## src/rtl/db_event_arbiter.sv

```systemverilog
// db_event_arbiter: per-channel switch debouncer sharing one tick divider,
// with one pending event slot per channel and a round-robin arbitrated,
// valid/ready event output register.
// Optional feature: define DB_INPUT_SYNC_EN to pass sw through a 2-flop
// synchronizer (adds 2 cycles of latency); otherwise sw must already be
// synchronous to clk.
module db_event_arbiter #(
  parameter int unsigned NUM_CH       = 4,
  parameter int unsigned TICK_DIV     = 200000,
  parameter int unsigned STABLE_TICKS = 10
) (
  input  logic                      clk,
  input  logic                      reset,
  input  logic [NUM_CH-1:0]         sw,
  output logic [NUM_CH-1:0]         db,
  output logic                      evt_valid,
  input  logic                      evt_ready,
  output logic [$clog2(NUM_CH)-1:0] evt_ch,
  output logic                      evt_press,
  output logic                      evt_ovf,
  input  logic                      ovf_clr
);

  localparam int unsigned CH_W = $clog2(NUM_CH);
  localparam int unsigned SM_W = CH_W + 1;
  localparam int unsigned TK_W = (TICK_DIV > 1) ? $clog2(TICK_DIV) : 1;
  localparam int unsigned CT_W = $clog2(STABLE_TICKS + 1);

  typedef enum logic [1:0] {STABLE_LO, WAIT_HI, STABLE_HI, WAIT_LO} state_e;

  logic [NUM_CH-1:0] sw_s;
  logic [TK_W-1:0]   tick_cnt_q, tick_cnt_d;
  logic              tick_c;
  state_e            state_q [NUM_CH];
  state_e            state_d [NUM_CH];
  logic [CT_W-1:0]   tcnt_q [NUM_CH];
  logic [CT_W-1:0]   tcnt_d [NUM_CH];
  logic [NUM_CH-1:0] db_q, db_d;
  logic [NUM_CH-1:0] qual_c;
  logic [NUM_CH-1:0] pend_v_q, pend_v_d, pend_dir_q, pend_dir_d;
  logic              evt_valid_q, evt_valid_d;
  logic              evt_press_q, evt_press_d;
  logic              evt_ovf_q, evt_ovf_d;
  logic [CH_W-1:0]   evt_ch_q, evt_ch_d;
  logic [CH_W-1:0]   rr_q, rr_d;
  logic [CH_W-1:0]   win_c;
  logic [SM_W-1:0]   idx_c;
  logic              found_c, load_c, ovf_set_c;

`ifdef DB_INPUT_SYNC_EN
  logic [NUM_CH-1:0] sync1_q, sync2_q;

  // Two-flop synchronizer on the raw switch levels.
  always_ff @(posedge clk) begin
    if (reset) begin
      sync1_q <= '0;
      sync2_q <= '0;
    end else begin
      sync1_q <= sw;
      sync2_q <= sync1_q;
    end
  end

  assign sw_s = sync2_q;
`else
  assign sw_s = sw;
`endif

  // Shared tick divider: one-cycle tick at TICK_DIV-1, then wrap.
  always_comb begin
    tick_c     = (tick_cnt_q == TK_W'(TICK_DIV - 1));
    tick_cnt_d = tick_c ? '0 : tick_cnt_q + TK_W'(1);
  end

  // Per-channel debounce FSM: next state, tick count, db and qualify pulse.
  always_comb begin
    db_d   = db_q;
    qual_c = '0;
    for (int i = 0; i < int'(NUM_CH); i++) begin
      state_d[i] = state_q[i];
      tcnt_d[i]  = tcnt_q[i];
      case (state_q[i])
        STABLE_LO, STABLE_HI: begin
          if (sw_s[i] != db_q[i]) begin
            state_d[i] = (state_q[i] == STABLE_LO) ? WAIT_HI : WAIT_LO;
            tcnt_d[i]  = '0;
          end
        end
        WAIT_HI, WAIT_LO: begin
          if (sw_s[i] == db_q[i]) begin
            state_d[i] = (state_q[i] == WAIT_HI) ? STABLE_LO : STABLE_HI;
          end else if (tick_c) begin
            tcnt_d[i] = tcnt_q[i] + CT_W'(1);
            if (tcnt_q[i] + CT_W'(1) == CT_W'(STABLE_TICKS)) begin
              state_d[i] = (state_q[i] == WAIT_HI) ? STABLE_HI : STABLE_LO;
              db_d[i]    = ~db_q[i];
              qual_c[i]  = 1'b1;
            end
          end
        end
        default: ;
      endcase
    end
  end

  // Round-robin search over full slots, starting at rr_q.
  always_comb begin
    found_c = 1'b0;
    win_c   = '0;
    idx_c   = '0;
    for (int n = 0; n < int'(NUM_CH); n++) begin
      idx_c = {1'b0, rr_q} + SM_W'(n);
      if (idx_c >= SM_W'(NUM_CH)) idx_c = idx_c - SM_W'(NUM_CH);
      if (!found_c && pend_v_q[idx_c[CH_W-1:0]]) begin
        found_c = 1'b1;
        win_c   = idx_c[CH_W-1:0];
      end
    end
  end

  // Output register load, slot clear/write and sticky overflow flag.
  always_comb begin
    pend_v_d    = pend_v_q;
    pend_dir_d  = pend_dir_q;
    evt_valid_d = evt_valid_q;
    evt_ch_d    = evt_ch_q;
    evt_press_d = evt_press_q;
    evt_ovf_d   = evt_ovf_q;
    rr_d        = rr_q;
    ovf_set_c   = 1'b0;
    load_c      = !evt_valid_q || evt_ready;
    if (load_c) begin
      evt_valid_d = found_c;
      if (found_c) begin
        evt_ch_d        = win_c;
        evt_press_d     = pend_dir_q[win_c];
        pend_v_d[win_c] = 1'b0;
        rr_d            = (win_c == CH_W'(NUM_CH - 1)) ? '0 : win_c + CH_W'(1);
      end
    end
    // A slot drained this cycle is free, so rewriting it is not an overflow.
    for (int i = 0; i < int'(NUM_CH); i++) begin
      if (qual_c[i]) begin
        if (pend_v_d[i]) ovf_set_c = 1'b1;
        pend_v_d[i]   = 1'b1;
        pend_dir_d[i] = db_d[i];
      end
    end
    if (ovf_set_c) evt_ovf_d = 1'b1;
    else if (ovf_clr) evt_ovf_d = 1'b0;
  end

  // State registers with synchronous active-high reset.
  always_ff @(posedge clk) begin
    if (reset) begin
      tick_cnt_q <= '0;
      for (int i = 0; i < int'(NUM_CH); i++) begin
        state_q[i] <= STABLE_LO;
        tcnt_q[i]  <= '0;
      end
      db_q        <= '0;
      pend_v_q    <= '0;
      pend_dir_q  <= '0;
      evt_valid_q <= 1'b0;
      evt_ch_q    <= '0;
      evt_press_q <= 1'b0;
      evt_ovf_q   <= 1'b0;
      rr_q        <= '0;
    end else begin
      tick_cnt_q <= tick_cnt_d;
      for (int i = 0; i < int'(NUM_CH); i++) begin
        state_q[i] <= state_d[i];
        tcnt_q[i]  <= tcnt_d[i];
      end
      db_q        <= db_d;
      pend_v_q    <= pend_v_d;
      pend_dir_q  <= pend_dir_d;
      evt_valid_q <= evt_valid_d;
      evt_ch_q    <= evt_ch_d;
      evt_press_q <= evt_press_d;
      evt_ovf_q   <= evt_ovf_d;
      rr_q        <= rr_d;
    end
  end

  assign db        = db_q;
  assign evt_valid = evt_valid_q;
  assign evt_ch    = evt_ch_q;
  assign evt_press = evt_press_q;
  assign evt_ovf   = evt_ovf_q;

endmodule

```

## config.mk

```make
export PLATFORM = sky130hd
export DESIGN_NAME = db_event_arbiter
export DESIGN_NICKNAME = d
export VERILOG_FILES = /design/src/rtl/db_event_arbiter.sv
export SDC_FILE = /design/constraint.sdc
export NUM_CORES = 1
export LEC_CHECK = 0
export ABC_CLOCK_PERIOD_IN_PS = 2470
export BUFFER_PORTS_ARGS = -buffer_cell sky130_fd_sc_hd__clkbuf_2
export CAP_MARGIN = 5
export CORE_MARGIN = 3
export CORE_UTILIZATION = 58
export DETAILED_ROUTE_END_ITERATION = 10
export PLACE_DENSITY = 0.76
export SYNTH_ARGS = -nofsm -noshare
export SYNTH_HDL_FRONTEND = slang
export SYNTH_SLANG_ARGS = --single-unit
```

## constraint.sdc

```tcl
create_clock -name clk -period 2.47 [get_ports clk]
set_input_delay 0.3705 -clock clk [delete_from_list [all_inputs] [get_ports clk]]
set_output_delay 0.3705 -clock clk [all_outputs]
set_load 0.05 [all_outputs]
```

==> results_dict.tcl <==
set metrics [dict create \
    status "completed" \
    postSynth.asyncResetShare_pct 0 \
    cp_cell_sequence "ha_1 -> and3_1 -> nand2_1 -> nor3_1 -> a41oi_1 -> a31oi_1" \
    n_antenna_cell 0 \
    rrSetupSlack_ps 340 \
    pwr_density_cell_nw_per_um2 594 \
    antenna_found_initial 0 \
    postCtsHoldBufs 0 \
    drt_iter0_drc 143 \
    worstPathArrival_ps 2390 \
    cp-start-kind "flop" \
    critPathRequiredTime_ps 2730 \
    ir_drop_mv 0.381 \
    swShare_pct 20.6 \
    yosysTopAreaCell "dfxtp_1" \
    cts_buffer_depth 2 \
    fin_worst_skew_ps 6.91 \
    core_um2 5170 \
    syn-num-nets 384 \
    worstHoldEndpoint "db[2]" \
    holdWs_ps 325 \
    yosysMostFrequentCell "dfxtp_1" \
    numCtsBuffers 9 \
    routedWlPerCell_um 14.2 \
    maxSlewHeadroom_pct 44.2 \
    r2r-end "evt_ovf" \
    overflow 0 \
    dpl_cell_area_um2 3260 \
    clk_pin_slew_ps 60 \
    final_max_slew_viol_count 0 \
    dpl.hpwl_mm 4.54 \
    r2r_cells 6 \
    grt_first_pass_wirelength_mm 11.0 \
    crit_family "simple AND/OR/NAND/NOR gates" \
    hold_path_depth 3 \
    end_kind "flop" \
    ys_types 54 \
    grt_max_degree 46 \
    maxCapViolCount 0 \
    routed_wl_mm 6.51 \
    grt_usage_pct 22.2 \
    cts_setup_buffers 0 \
    first_pass_iters 4 \
    path_max_fanout 9 \
    switching_power_uw 429 \
    rsz0062_at_grt "false" \
    setup_viol 0 \
    synth_edf_count 0 \
    port_buffers 16 \
    cts_tree "yes" \
    syn_area_um2 3120 \
    root_buffer "clkbuf_8" \
    synthToLayoutAreaGrowth_pct 12.3 \
    postCtsResizedCells 0 \
    synthTopCellsByCount "dfxtp_1, nor2_1, a21oi_1, nand2_1, inv_1" \
    h-tree-depth 3 \
    synth-seq-cells 57 \
    worst_skew_pair.late_latency_ps 340 \
    path_class "flop to flop" \
    synth_top_area_share_pct 36.6 \
    gp_congestion 0.805 \
    avgSynthCellArea_um2 8.60 \
    worst_slew_pin_slew_ps 831 \
    period_share_pct 86.2 \
    row_count 26 \
    r2r-start "tick_cnt_q[0]" \
    drive_gt1_share_pct 13.4 \
    synth_ff_type "dfxtp_1" \
    finalHoldViolations 0 \
    path_buf_inv 0 \
    final_design_area_no_fill_um2 3510 \
    period_needed_ps 2130 \
    p_int_uw 1660 \
    ys_warn_count 0 \
    nets 403 \
    grt_pass1_vias 2388 \
    initial_utilization_pct 60.4 \
    hold_path.class "input port to flop" \
    antenna_left 0 \
    max_freq_ghz 0.470 \
    routed-via-count 2626 \
    die_x_um 79.4 \
    pwr-share-seq_pct 45.6 \
    total_power_uw 2080 \
    drc 0 \
    syn_inst 363 \
    cts_sinks 57 \
    io_pins 17 \
    die_h_um 79.4 \
    synth.area.top_cells "dfxtp_1, ha_1, a21oi_1" \
    viasPerCell 5.75 \
    leakagePower_uw 0.00132 \
    min_from "sw[2]" \
    fin_setup_tns_ps 0 \
    yosysSeqAreaShare_pct 36.6 \
    dieArea_um2 6300 \
    pwr-share-comb_pct 3.8 \
    p_clk_share_pct 50.6 \
    nFillCells 434 \
    cpPeakStageDelay_ps 560 \
    worst_path_max_delay_cell "nor3_1" \
]
==> cell type report <==
type / instances / area, µm² / share of cell area (%)
multi-input cells: 274 / 1840 / 52.6
clock buffers: 10 / 138 / 3.92
clock inverters: 6 / 105 / 3.00
well taps: 70 / 87.6 / 2.50
flip-flops and latches: 57 / 1140 / 32.5
inverters: 18 / 67.6 / 1.93
repair buffers: 22 / 125 / 3.57
==> cell families (layout without fill, tap and decap cells) <==
group | after synthesis | count (layout) | share of synthesized area (%)
xor+xnor | 24 | 24 | 6.73
flops | 57 | 57 | 36.6
mux | 8 | 8 | 2.65
fa+ha+maj | 13 | 13 | 5.21
buf+inv | 32 | 56 | 4.41
simple gates | 146 | 146 | 27.2
compound gates | 83 | 83 | 17.3
==> worst max path at each step <==
stage	startpoint	end	slack, ps	cells past startpoint
2_1_floorplan	pend_v_q[1]	evt_ovf	540	9
3_3_place_gp	tick_cnt_q[0]	evt_ovf	400	6
3_5_place_dp	tick_cnt_q[0]	tcnt_q[1][3]	360	7
4_1_cts	tick_cnt_q[0]	evt_ovf	330	6
5_1_grt	tick_cnt_q[0]	evt_ovf	120	6
6_report	tick_cnt_q[0]	evt_ovf	340	6
==> metal layers <==
| metal | global-route usage [%] | wire [µm] | vias up |
|---|---|---|---|
| met4 | 8.25 | 98 | 0 |
| li1 | - | - | 1332 |
| met2 | 33.9 | 2960 | 43 |
| met3 | 6.35 | 226 | 11 |
| met5 | 0 | 0 | - |
| met1 | 29.8 | 3230 | 1240 |
==> through the flow <==
stage / instances / utilization [%] / worst slack (ps)
after floorplan: 363 / - / 542
after global placement: 441 / 63.1 / 403
after detailed placement: 441 / 63.1 / 361
after CTS: 457 / 67.8 / 334
after global routing: 457 / 67.8 / 119
final: 457 / 67.8 / 340
==> power by group through the flow <==
stage	clock network, µW	registers [µW]	logic, µW
CTS	1070	950	79.7
detailed placement	0	970	78.2
floorplan	0	966	55.9
global placement	0	969	76.9
finish	1050	950	79.9
global route	1120	951	89.3
==> tightest hold or removal path, cell delays in order <==
cell and delay [ps]:
clkbuf_2 110, nand3_1 70, a21oi_1 60
==> layout by cell type (no fill, tap or decap), types with 8 or more instances in the layout <==
cell type	n
inv_1	18
a21oi_1	29
xnor2_1	16
xor2_1	8
nand3_1	14
dfxtp_1	57
clkbuf_8	10
nor2_1	36
o21ai_0	15
ha_1	13
and3_1	8
nand2_1	27
nand2b_1	9
clkbuf_2	16
==> sequential cells by signal, indices dropped and copies added (netlist names) <==
name and cells:
state_q 4, pend_dir_q 4, evt_valid 1, tcnt_q 16, tick_cnt_q 18, evt_press 1
evt_ovf 1, db 4, pend_v_q 4, evt_ch 2, rr_q 2
Note: power is estimated with default switching activity, not from simulation.
